===== config.mk =====
export PLATFORM = sky130hd
export DESIGN_NAME = ucode_sequencer
export DESIGN_NICKNAME = d
export VERILOG_FILES = /design/src/rtl/ucode_sequencer.sv
export SDC_FILE = /design/constraint.sdc
export NUM_CORES = 1
export LEC_CHECK = 0
export CORE_MARGIN = 2
export CORE_UTILIZATION = 50
export CTS_CLUSTER_DIAMETER = 30
export DETAILED_ROUTE_END_ITERATION = 7
export DONT_BUFFER_PORTS = 1
export GPL_TIMING_DRIVEN = 0
export HOLD_SLACK_MARGIN = 0.08
export PLACE_DENSITY = 0.71
export SLEW_MARGIN = 40
export SYNTH_ARGS = -nofsm -noshare
export SYNTH_HDL_FRONTEND = slang
export SYNTH_SLANG_ARGS = --single-unit

===== constraint.sdc =====
create_clock -name clk -period 3.24 [get_ports clk]
set_input_delay 0.648 -clock clk [delete_from_list [all_inputs] [get_ports clk]]
set_output_delay 0.648 -clock clk [all_outputs]
set_load 0.05 [all_outputs]

===== src/rtl/ucode_sequencer.sv =====
// Micro-program sequencer around the next-address ROM: walks one opcode's microcode chain.
// Optional trace counters are built only when UCODE_TRACE_EN is defined.
module ucode_sequencer #(
  parameter int unsigned ADR_W    = 9,
  parameter int unsigned MAX_UOPS = 16
) (
  input  logic             clk,
  input  logic             rst_n,
  input  logic             bc_valid,
  input  logic [7:0]       bc_opcode,
  output logic             bc_ready,
  output logic [ADR_W-1:0] rom_adr,
  input  logic [ADR_W-1:0] rom_next,
  output logic             uop_valid,
  output logic [ADR_W-1:0] uop_adr,
  output logic             uop_last,
  input  logic             uop_ready,
  output logic             err,
  output logic [ADR_W-1:0] err_adr,
  input  logic             err_clr,
  output logic [31:0]      cnt_uops,
  output logic [31:0]      cnt_bcs
);

  typedef enum logic [1:0] {StIdle, StIssue, StError} state_e;

  state_e           state_q, state_d;
  logic [ADR_W-1:0] upc_q, upc_d;
  logic [ADR_W-1:0] err_adr_q, err_adr_d;
  logic [7:0]       cnt_q, cnt_d;
  logic             next_end, next_bad, uop_fire;

  assign next_end = (rom_next == '0);
  // All-ones is the ROM default; anything below 256 would re-enter opcode space.
  assign next_bad = (&rom_next) || (rom_next[ADR_W-1:8] == '0);
  assign uop_fire = (state_q == StIssue) && uop_ready;

  assign rom_adr = upc_q;
  assign uop_adr = upc_q;
  assign err_adr = err_adr_q;

  always_comb begin
    state_d   = state_q;
    upc_d     = upc_q;
    cnt_d     = cnt_q;
    err_adr_d = err_adr_q;
    bc_ready  = 1'b0;
    uop_valid = 1'b0;
    uop_last  = 1'b0;
    err       = 1'b0;
    unique case (state_q)
      StIdle: begin
        bc_ready = 1'b1;
        if (bc_valid) begin
          upc_d   = {{(ADR_W-8){1'b0}}, bc_opcode};
          cnt_d   = 8'd1;
          state_d = StIssue;
        end
      end
      StIssue: begin
        uop_valid = 1'b1;
        uop_last  = next_end;
        if (uop_fire) begin
          if (next_end) begin
            state_d = StIdle;
          end else if (next_bad || (cnt_q == 8'(MAX_UOPS))) begin
            state_d   = StError;
            err_adr_d = upc_q;
          end else begin
            upc_d = rom_next;
            cnt_d = cnt_q + 8'd1;
          end
        end
      end
      StError: begin
        err = 1'b1;
        if (err_clr) state_d = StIdle;
      end
      default: state_d = StIdle;
    endcase
  end

  always_ff @(posedge clk or negedge rst_n) begin
    if (!rst_n) begin
      state_q   <= StIdle;
      upc_q     <= '0;
      cnt_q     <= '0;
      err_adr_q <= '0;
    end else begin
      state_q   <= state_d;
      upc_q     <= upc_d;
      cnt_q     <= cnt_d;
      err_adr_q <= err_adr_d;
    end
  end

`ifdef UCODE_TRACE_EN
  logic [31:0] cnt_uops_q, cnt_bcs_q;

  always_ff @(posedge clk or negedge rst_n) begin
    if (!rst_n) begin
      cnt_uops_q <= '0;
      cnt_bcs_q  <= '0;
    end else if (uop_fire) begin
      cnt_uops_q <= cnt_uops_q + 32'd1;
      if (next_end) cnt_bcs_q <= cnt_bcs_q + 32'd1;
    end
  end

  assign cnt_uops = cnt_uops_q;
  assign cnt_bcs  = cnt_bcs_q;
`else
  assign cnt_uops = '0;
  assign cnt_bcs  = '0;
`endif

endmodule


---- Word-level counts from Yosys, hierarchy flattened ----
Cells that the tools add are included.
word-level totals
  logic and storage cells ................. 46
  bits of input ports ..................... 22
  flip-flop bits (word level) ............. 28
  output and inout port bits .............. 95
operators by class
  add/sub/neg operators ................... 1
  bitwise operators ....................... 2
  equal/unequal tests ..................... 9
  multiplexer cells ....................... 20
  reduce and logical (&&, ||, !) cells .... 10
operators by type and width
  operator               number
  $mux W9                4
  $mux W8                4
  $pmux W9 S2            1
  $pmux W8 S2            1
  $mux W2                5
  $ne A2 B2 Y1 const B   5
  $logic_not A9 Y1       1
  $reduce_and A9 Y1      1
  $add A8 B1 Y8 const B  1
  $eq A8 B5 Y1 const B   1
  $reduce_and A4 Y1      2
  $pmux W2 S3            1
  $reduce_and A5 Y1      1
  $mux W1                4
  $ne A3 B2 Y1 const B   1
  $eq A2 B1 Y1 const B   1
  $eq A2 B2 Y1 const B   1
  $logic_not A2 Y1       1
  $logic_or A1 B1 Y1     2
  $not A1 Y1             2
  $reduce_bool A2 Y1     1
  $logic_and A1 B1 Y1    1

---- Logic depth before layout (Yosys ltp) ----
Gate-level depths: netlist of run 1.
  word-level depth ........................ 7
  gate-level depth with buffers ........... 7
  gate-level depth less buffers ........... 6

---- Worst setup path before layout of run 1 ----
Ideal clock, no wire load.
  path kind ............................... in2out
  start point ............................. input rom_next[8]
  end point ............................... output uop_last
  stages .................................. 3
  setup slack ............................. 0.849 ns
  buffers on the path ..................... 0
  data arrival time ....................... 1.743 ns
  cell sequence ........................... nor4_1 nand3_1 nor2_1
on the way
  cells in the longest elaborated chain, start to end .. 2
ends and longest elaborated chain
  item              line  text
  start, declared   13    input logic [ADR_W-1:0] rom_next,
  $logic_not A9 Y1  33    assign next_end = (rom_next == '0);
  $mux W1           51    unique case (state_q)
  end, declared     16    output logic uop_last,
No other way between the ends.

---- Worst setup path after layout of run 1 ----
  start point ............................. register cnt_q[0]
  end point ............................... register cnt_q[3]
on the way
  cells in the longest elaborated chain, start to end .. 5
  elaborated cells between the ends (all ways) .. 9
  classes of those cells .................. 1 x add/sub; 2 x eq/ne; 4 x mux; 2 x reduce/logical
ends and longest elaborated chain
  item                    line  text
  start, declared         30    logic [7:0] cnt_q, cnt_d;
  start signal, assigned  92    cnt_q <= cnt_d;
  $add A8 B1 Y8           71    cnt_d = cnt_q + 8'd1;
  $mux W8                 66    end else if (next_bad || (cnt_q == 8'(MAX_UOPS))) begin
  $mux W8                 64    if (next_end) begin
  $mux W8                 63    if (uop_fire) begin
  $pmux W8 S2             51
Parallel ways exist; a longest one is shown, timed or not. The select of a mux whose other input is x is not followed.
A chain may end at the register's enable or synchronous reset.

==> flow_summary.json, run 1 <==
{
  "powerDensity_mw_per_mm2": 932,
  "slowest_stage": "o41ai_4",
  "dp.cells": 323,
  "avgSynthCellArea_um2": 9.62,
  "netlist_area_mm2": 0.00202,
  "cts_tree": "built",
  "drc": 0,
  "finalSetupViolCount": 0,
  "fmax_mhz": 390,
  "vias_per_cell": 4.40,
  "worst_slew_pin_slew_ns": 0.881,
  "layout_common_cells": "buf_4, conb_1, dfrtp_1",
  "cap_violations": 0,
  "grt_overflow": 0,
  "finalSetupTns_ns": 0,
  "numCtsBuffers": 3,
  "synthArstFlopShare_pct": 100,
  "area_growth_pct": 19.4,
  "synthFlopType": "dfrtp_1",
  "die_height_um": 67.6,
  "yosys-top-cells-area": "dfrtp_1, buf_4, mux2_2",
  "drtIter0Drc": 98,
  "clk_latency_ns": 0.27,
  "outcome": "completed",
  "fin_crit_ns": 2.57,
  "gp_congestion": 0.842,
  "slew_headroom_pct": 41.0,
  "grtUsageTotal_pct": 17.5,
  "die_x_um": 67.6,
  "io_pins": 117,
  "period_share_pct": 79.2,
  "grt_max_degree": 29,
  "ys_ff_latch": 28,
  "end_kind": "flip-flop",
  "p_leak_nw": 1.31,
  "io_buffers": 0,
  "start_util_pct": 51.3,
  "drive_gt1_share_pct": 39.6,
  "cts-htree-levels": 1,
  "synth_top_cell_area_share_pct": 34.7,
  "clkSlewWorstSetupHoldPaths_ns": 0.10,
  "hold_violations": 0,
  "layoutNonFillerInstCount": 328,
  "rows": 23,
  "path_cells": "inv_1 > ha_1 > or4b_4 > o41ai_4 > nor2_1 > a221o_2",
  "worstPathRequired_ns": 3.41,
  "slowest_delay_ns": 0.58,
  "wirelength_um": 3780,
  "fin_nets": 303,
  "num_antenna_cells": 0,
  "post_cts_buffers": 0,
  "final_common_cell": "buf_4",
  "via_count": 1444,
  "rsz0062_at_grt": "no",
  "clockRootBuffer": "clkbuf_8",
  "yosysTopAreaCell": "dfrtp_1",
  "peakVddDrop_uv": 574,
  "synth_cell_types": 38,
  "critPathMaxFanout": 9,
  "dieArea_mm2": 0.00457,
  "ys_seq_area_share_pct": 34.7,
  "fillerInstances": 342,
  "worstSetupStartpointType": "flip-flop",
  "multiInputGateArea_um2": 972,
  "grt_pass1_wl_um": 6080,
  "hpwlAfterDp_um": 2970,
  "wl_per_cell_um": 11.5,
  "final.setup_skew_ns": 0.00195,
  "grt_pass1_vias": 1329,
  "core-area_mm2": 0.00394,
  "syn_inst": 210,
  "cp.arrival_ns": 2.73,
  "r2r_cells": 6,
  "final_max_slew_viol_count": 0,
  "cts_sinks": 28,
  "synth_warnings": 0,
  "postRouteAntennaNets": 0,
  "min_path_type": "in2async",
  "drtPass1Iterations": 4,
  "antenna_found_initial": 0,
  "clk_path_buf_depth": 2,
  "synth_edf_count": 0,
  "ff_latch_area_um2": 701,
  "crit_type": "reg2reg"
}
## final timing paths
kind / from / endpoint / slack (ns)
setup / recovery: cnt_q[0]$_DFFE_PN0P_ / cnt_q[3]$_DFFE_PN0P_ / 0.67
hold / removal: rst_n / cnt_q[7]$_DFFE_PN0P_ / 0.18
setup reg to reg: cnt_q[0]$_DFFE_PN0P_ / cnt_q[3]$_DFFE_PN0P_ / 0.67
hold reg to reg: state_q[1]$_DFFE_PN0P_ / state_q[0]$_DFFE_PN0P_ / 0.51
max in group asynchronous: rst_n / cnt_q[4]$_DFFE_PN0P_ / 2.91
min in group clk: err_clr / state_q[1]$_DFFE_PN0P_ / 0.47
## cell usage after synthesis, types with 2 or more instances
cell type and instances:
ha_1 2, nand2b_1 2, dfrtp_1 28, and4_2 2, nand4_1 3, o21ai_0 2, a21oi_1 2, nand3_1 6
buf_4 73, nor3_1 3, nor4_1 4, nand2_1 25, inv_1 5, a31oi_1 3, o211ai_1 2, nor2_1 6
mux2_2 17, a221o_1 3, and2_1 3
## layer usage
layer	share of wire, %	wire [um]	GRT usage [%]	up-vias
met4	1.0	39	3.83	0
met3	8.5	321	6.00	4
met1	39	1490	20.8	658
met5	0	0	0	-
li1	-	-	-	723
met2	51	1930	30.3	59
## kinds of logic after synthesis
| family | count (synthesis) | share of synthesized area (%) |
|---|---|---|
| other cells | 1 | 0.186 |
| buf+inv | 81 | 29.0 |
| mux | 17 | 9.47 |
| simple gates | 59 | 14.9 |
| fa+ha+maj | 2 | 1.24 |
| flops | 28 | 34.7 |
| compound gates | 22 | 10.5 |
## metrics by stage
step                total power [W]  area (um^2)  utilization [%]  hold slack (ns)  worst slack [ns]
global route                0.00236         2410             61.2            0.174             0.511
CTS                         0.00226         2410             61.2            0.178             0.677
detailed placement          0.00197         2320             58.9            0.353             0.693
finish                      0.00225         2410             61.2            0.176             0.673
floorplan                   0.00186         2260                -            0.352             0.849
global placement            0.00196         2320             58.8            0.353             0.708
## critical path, delay by kind of cell (launching register included)
kind / cells / cell delay, ns
flip-flops: 1 / 0.43
AO/OA/AOI/OAI: 2 / 0.99
buffers and inverters: 1 / 0.11
AND/OR/NAND/NOR: 2 / 0.76
adder cells (fa/ha/maj): 1 / 0.17
## state kept, by name, summed over array words and instances, names as in the netlist
register / count
cnt_q: 8
err_adr: 9
rom_adr: 9
state_q: 2
## power by group
group          internal, W  total [W]  switching [W]  leakage (nW)
registers         0.000479    0.00101       0.000534         0.349
clock network     0.000165   0.000278       0.000112        0.0357
logic             0.000320   0.000957       0.000637         0.927
total             0.000965    0.00225        0.00128          1.31
## final cells by class
cell class,count,share of cell area [%]
inverter,5,0.778
clock buffer,3,1.71
multi-input combinational,164,40.3
buffer,76,23.5
sequential,28,29.0
tap,50,2.59
clock inverter,1,1.24
timing repair buffer,1,0.829
## repair_timing
item                      CTS  global route
hold endpoints to repair   28             0
hold buffers                1             0
resized for setup           0             0
(Power assumes the default switching activity.)
==> inputs of run 2 (changes only) <==
Clock period 3.24 ns to 2.45 ns, I/O delays scaled along.
==> flow_summary.json, run 2 (synthesis results as in run 1) <==
{
  "outcome": "completed",
  "rows": 23,
  "fin_nets": 309,
  "clockRootBuffer": "clkbuf_8",
  "cts_tree": "built",
  "drive_gt1_share_pct": 40.5,
  "r2r_cells": 6,
  "worstSetupStartpointType": "flip-flop",
  "num_antenna_cells": 0,
  "via_count": 1479,
  "final_max_slew_viol_count": 0,
  "placed_area_mm2": 0.00232,
  "design_area_mm2": 0.00249,
  "peakVddDrop_uv": 758,
  "switching_power_w": 0.00171,
  "slew_headroom_pct": 40.9,
  "layout_common_cells": "buf_4, conb_1, dfrtp_1",
  "grt_pass1_wl_um": 6080,
  "drtPass1Iterations": 4,
  "fmax_mhz": 432,
  "cts-htree-levels": 1,
  "crit_type": "reg2reg",
  "p_int_w": 0.00129,
  "clkPwrFrac_pct": 12.2,
  "clk_path_buf_depth": 2,
  "rrSetupSlack_ns": 0.14,
  "start_util_pct": 51.3,
  "wirelength_um": 3890,
  "final.setup_skew_ns": 0.00245,
  "final_common_cell": "buf_4",
  "finalSetupViolCount": 0,
  "gp_congestion": 0.842,
  "drc": 0,
  "total_power_w": 0.00301,
  "hold_violations": 0,
  "clk_latency_ns": 0.27,
  "hpwlAfterDp_um": 2970,
  "min_path_type": "in2reg",
  "cap_violations": 0,
  "p_leak_nw": 1.34,
  "critPathMaxFanout": 6,
  "worst_slew_pin_slew_ns": 0.883,
  "comb_power_share_pct": 43.4,
  "postRouteAntennaNets": 0,
  "sw_frac_of_total_pct": 57.0,
  "wl_per_cell_um": 11.6,
  "fillerInstances": 334,
  "io_buffers": 0,
  "period_share_pct": 94.5,
  "dieArea_mm2": 0.00457,
  "grt_overflow": 0,
  "grtUsageTotal_pct": 17.3,
  "numCtsBuffers": 3,
  "drtIter0Drc": 126,
  "rsz0062_at_grt": "no",
  "grt_pass1_vias": 1345,
  "die_height_um": 67.6,
  "fin_crit_ns": 2.31,
  "vias_per_cell": 4.43,
  "timing.rr.end": "cnt_q[7]$_DFFE_PN0P_",
  "io_pins": 117,
  "cp.arrival_ns": 2.53,
  "grt_max_degree": 29,
  "final_core_util_pct": 63.1,
  "worst_r2r_startpoint": "cnt_q[1]$_DFFE_PN0P_",
  "die_x_um": 67.6,
  "hold_start": "err_clr",
  "clkSlewWorstSetupHoldPaths_ns": 0.10,
  "cts_sinks": 28,
  "end_kind": "flip-flop",
  "antenna_found_initial": 0,
  "hold_end": "state_q[1]$_DFFE_PN0P_",
  "p_seq_share_pct": 44.4,
  "worstPathRequired_ns": 2.67,
  "area_growth_pct": 23.1,
  "core-area_mm2": 0.00394,
  "powerDensity_mw_per_mm2": 1210,
  "min_path_cells": 1
}
run 2: cell types whose count changed in the layout (fill, tap and decap cells not counted), sizes merged:
cell         before  now
buf              76   80
dlygate4sd3       0    1
o2111ai           1    2
run 2: worst max-delay path, stage by stage, from the launching register on:
cell and delay, ns:
dfrtp_1 0.45, inv_1 0.10, ha_1 0.15, or4b_4 0.48
o41a_2 0.45, a21oi_1 0.41, a221o_1 0.23
run 2: how the worst max path moves through the flow:
stage	slack (ns)	startpoint	end	depth (start not counted)
final	0.14	cnt_q[1]$_DFFE_PN0P_	cnt_q[7]$_DFFE_PN0P_	6
after global routing	0.007	cnt_q[1]$_DFFE_PN0P_	err_adr[8]$_DFFE_PN0P_	7
after CTS	0.09	cnt_q[0]$_DFFE_PN0P_	err_adr[4]$_DFFE_PN0P_	7
after detailed placement	-0.1	cnt_q[0]$_DFFE_PN0P_	cnt_q[3]$_DFFE_PN0P_	6
after global placement	-0.08	cnt_q[0]$_DFFE_PN0P_	cnt_q[3]$_DFFE_PN0P_	6
after floorplan	0.21	cnt_q[0]$_DFFE_PN0P_	cnt_q[3]$_DFFE_PN0P_	6
run 2: cell type report:
class                      instances  area, um^2  share of cell area (%)
inverter                           5        18.8                   0.755
clock inverter                     1        30.0                    1.21
clock buffer                       3        41.3                    1.66
tap                               50        62.6                    2.52
buffer                            76         568                    22.8
sequential                        28         701                    28.2
multi-input combinational        165        1010                    40.4
timing repair buffer               6        60.1                    2.41
run 2: stage by stage:
step	hold WS (ns)	instances	TNS, ns	setup slack [ns]
3_5_place_dp	0.195	323	-1.58	-0.0974
3_3_place_gp	0.195	323	-1.06	-0.0816
6_report	0.315	334	0	0.136
4_1_cts	0.310	332	0	0.0941
5_1_grt	0.313	334	0	0.00665
2_1_floorplan	0.194	273	0	0.211
run 2: what timing repair did:
| action | 4_1_cts | 5_1_grt |
|---|---|---|
| gates cloned | 0 | 1 |
| pin swaps | 1 | 1 |
| setup endpoints to repair | 21 | 17 |
| gates resized for setup | 0 | 2 |
| endpoints found under the hold margin | 28 | 0 |
| hold buffers | 2 | 0 |
| setup buffers | 3 | 1 |
run 2: per-layer routing:
layer,part of all wire [%],wire (um),global-route usage (%),up-vias
met3,9.0,350,6.00,2
met2,52,2020,30.5,61
li1,-,-,-,739
met4,0.36,14,2.30,0
met1,39,1500,20.9,677
met5,0,0,0,-
run 2: power by group through the flow:
| stage | combinational [W] | sequential (W) | clock, W |
|---|---|---|---|
| finish | 0.00130 | 0.00134 | 0.000368 |
| global route | 0.00140 | 0.00137 | 0.000390 |
| CTS | 0.00127 | 0.00134 | 0.000379 |
| detailed placement | 0.00125 | 0.00135 | 0 |
| global placement | 0.00124 | 0.00135 | 0 |
| floorplan | 0.00116 | 0.00130 | 0 |
==> inputs of run 3 (changes only) <==
Settings changed: CORE_UTILIZATION 50 to 38, DONT_BUFFER_PORTS 1 to unset, PLACE_DENSITY 0.71 to 0.86.
==> flow_summary.json, run 3 (synthesis results as in run 1) <==
{
  "outcome": "completed",
  "timing.rr.end": "err_adr[7]$_DFFE_PN0P_",
  "finalSetupViolCount": 0,
  "io_buffers": 52,
  "cts_tree": "built",
  "top_layer": "met4",
  "grt_pass1_vias": 1664,
  "placed_area_mm2": 0.00286,
  "drtPass1Iterations": 4,
  "cts_sinks": 28,
  "r2r_cells": 7,
  "drc": 0,
  "sw_frac_of_total_pct": 51.4,
  "switching_power_w": 0.00180,
  "p_int_w": 0.00170,
  "vias_per_cell": 4.29,
  "numCtsBuffers": 3,
  "hold_violations": 0,
  "peakVddDrop_uv": 828,
  "layout_common_cells": "buf_4, conb_1, clkdlybuf4s50_1",
  "wl_met2_um": 2330,
  "finalSetupTns_ns": 0,
  "core-area_mm2": 0.00511,
  "wl_per_cell_um": 11.6,
  "hold_ws_ns": 0.215,
  "num_antenna_cells": 0,
  "clkPwrFrac_pct": 10.6,
  "powerDensity_mw_per_mm2": 1170,
  "cp.arrival_ns": 2.55,
  "critPathMaxFanout": 10,
  "clk_path_buf_depth": 2,
  "worst_slew_pin_slew_ns": 0.620,
  "met3WireLength_um": 408,
  "grtUsageTotal_pct": 15.7,
  "dieArea_mm2": 0.00592,
  "rsz0062_at_grt": "yes",
  "fin_crit_ns": 2.38,
  "final.setup_skew_ns": 0.00236,
  "area_growth_pct": 47.6,
  "fmax_mhz": 420,
  "gp_congestion": 0.739,
  "end_kind": "flip-flop",
  "die_height_um": 76.9,
  "worst_r2r_startpoint": "cnt_q[0]$_DFFE_PN0P_",
  "cap_violations": 0,
  "wirelength_um": 4670,
  "grt_overflow": 0,
  "hpwlAfterDp_um": 3630,
  "grt_max_degree": 29,
  "postRouteAntennaNets": 0,
  "min_path_type": "in2async",
  "comb_power_share_pct": 66.6,
  "final_max_slew_viol_count": 0,
  "drive_gt1_share_pct": 35.9,
  "via_count": 1735,
  "holdBufCountCts": 0,
  "p_seq_share_pct": 22.9,
  "rows": 26,
  "rrSetupSlack_ns": 0.07,
  "worstSetupStartpointType": "flip-flop",
  "design_area_mm2": 0.00298,
  "worstPathRequired_ns": 2.62,
  "crit_type": "reg2reg",
  "antenna_found_initial": 0,
  "io_pins": 117,
  "p_leak_nw": 1.53,
  "die_x_um": 76.9,
  "drt-met1-wl_um": 1850,
  "drtIter0Drc": 84,
  "clk_latency_ns": 0.28,
  "final_common_cell": "buf_4",
  "slew_headroom_pct": 58.7,
  "grt_pass1_wl_um": 7660,
  "fin_nets": 359,
  "clkSlewWorstSetupHoldPaths_ns": 0.10,
  "period_share_pct": 97.1,
  "start_util_pct": 39.6,
  "clockRootBuffer": "clkbuf_8",
  "cts-htree-levels": 1
}
## run 3: power by group through the flow
stage / logic [W] / clock network (W) / registers, W
finish: 0.00233 / 0.000370 / 0.000802
global route: 0.00244 / 0.000387 / 0.000833
CTS: 0.00233 / 0.000368 / 0.000799
detailed placement: 0.00231 / 0 / 0.000807
global placement: 0.00229 / 0 / 0.000791
floorplan: 0.00116 / 0 / 0.00130
## run 3: metal layers
metal / up-vias / GRT usage, %
met5: - / 0
met4: 0 / 4.00
met3: 12 / 5.76
met2: 87 / 27.3
met1: 799 / 18.1
li1: 837 / -
## run 3: worst max path at each step
stage	endpoint	depth (start not counted)	slack, ns	from
floorplan	cnt_q[3]$_DFFE_PN0P_	6	0.21	cnt_q[0]$_DFFE_PN0P_
global placement	uop_last	5	-0.49	rom_next[8]
detailed placement	uop_last	5	-0.48	rom_next[8]
CTS	uop_valid	5	0.02	state_q[1]$_DFFE_PN0P_
global route	uop_last	5	-0.05	rom_next[8]
finish	err_adr[7]$_DFFE_PN0P_	7	0.07	cnt_q[0]$_DFFE_PN0P_
## run 3: critical path, cell delays in order (launching register included)
cell,delay (ns)
dfrtp_2,0.45
inv_1,0.11
ha_1,0.14
or4b_4,0.48
o41ai_4,0.32
buf_4,0.19
o2111ai_4,0.23
mux2_2,0.35
## run 3: cell type report
cell class	instances	area, um^2
timing repair buffer	58	559
clock buffer	3	41.3
buffer	75	564
tap	70	87.6
clock inverter	1	30.0
fill	438	2130
sequential	28	702
inverter	5	18.8
multi-input combinational	164	978
## run 3: metrics by stage
step / util [%] / setup slack (ns) / std cells / power (W)
after floorplan: - / 0.211 / 273 / 0.00246
after global placement: 56.1 / -0.487 / 395 / 0.00308
after detailed placement: 56.0 / -0.484 / 395 / 0.00312
after CTS: 57.9 / 0.0239 / 403 / 0.00349
after global routing: 58.4 / -0.0473 / 404 / 0.00366
final: 58.4 / 0.0719 / 404 / 0.00350
## run 3: timing repair
item                                    in CTS  in global routing
pin swaps                                    1                  1
endpoints found under the setup margin      23                 19
gates resized for setup                      8                  4
buffers inserted                             4                  2
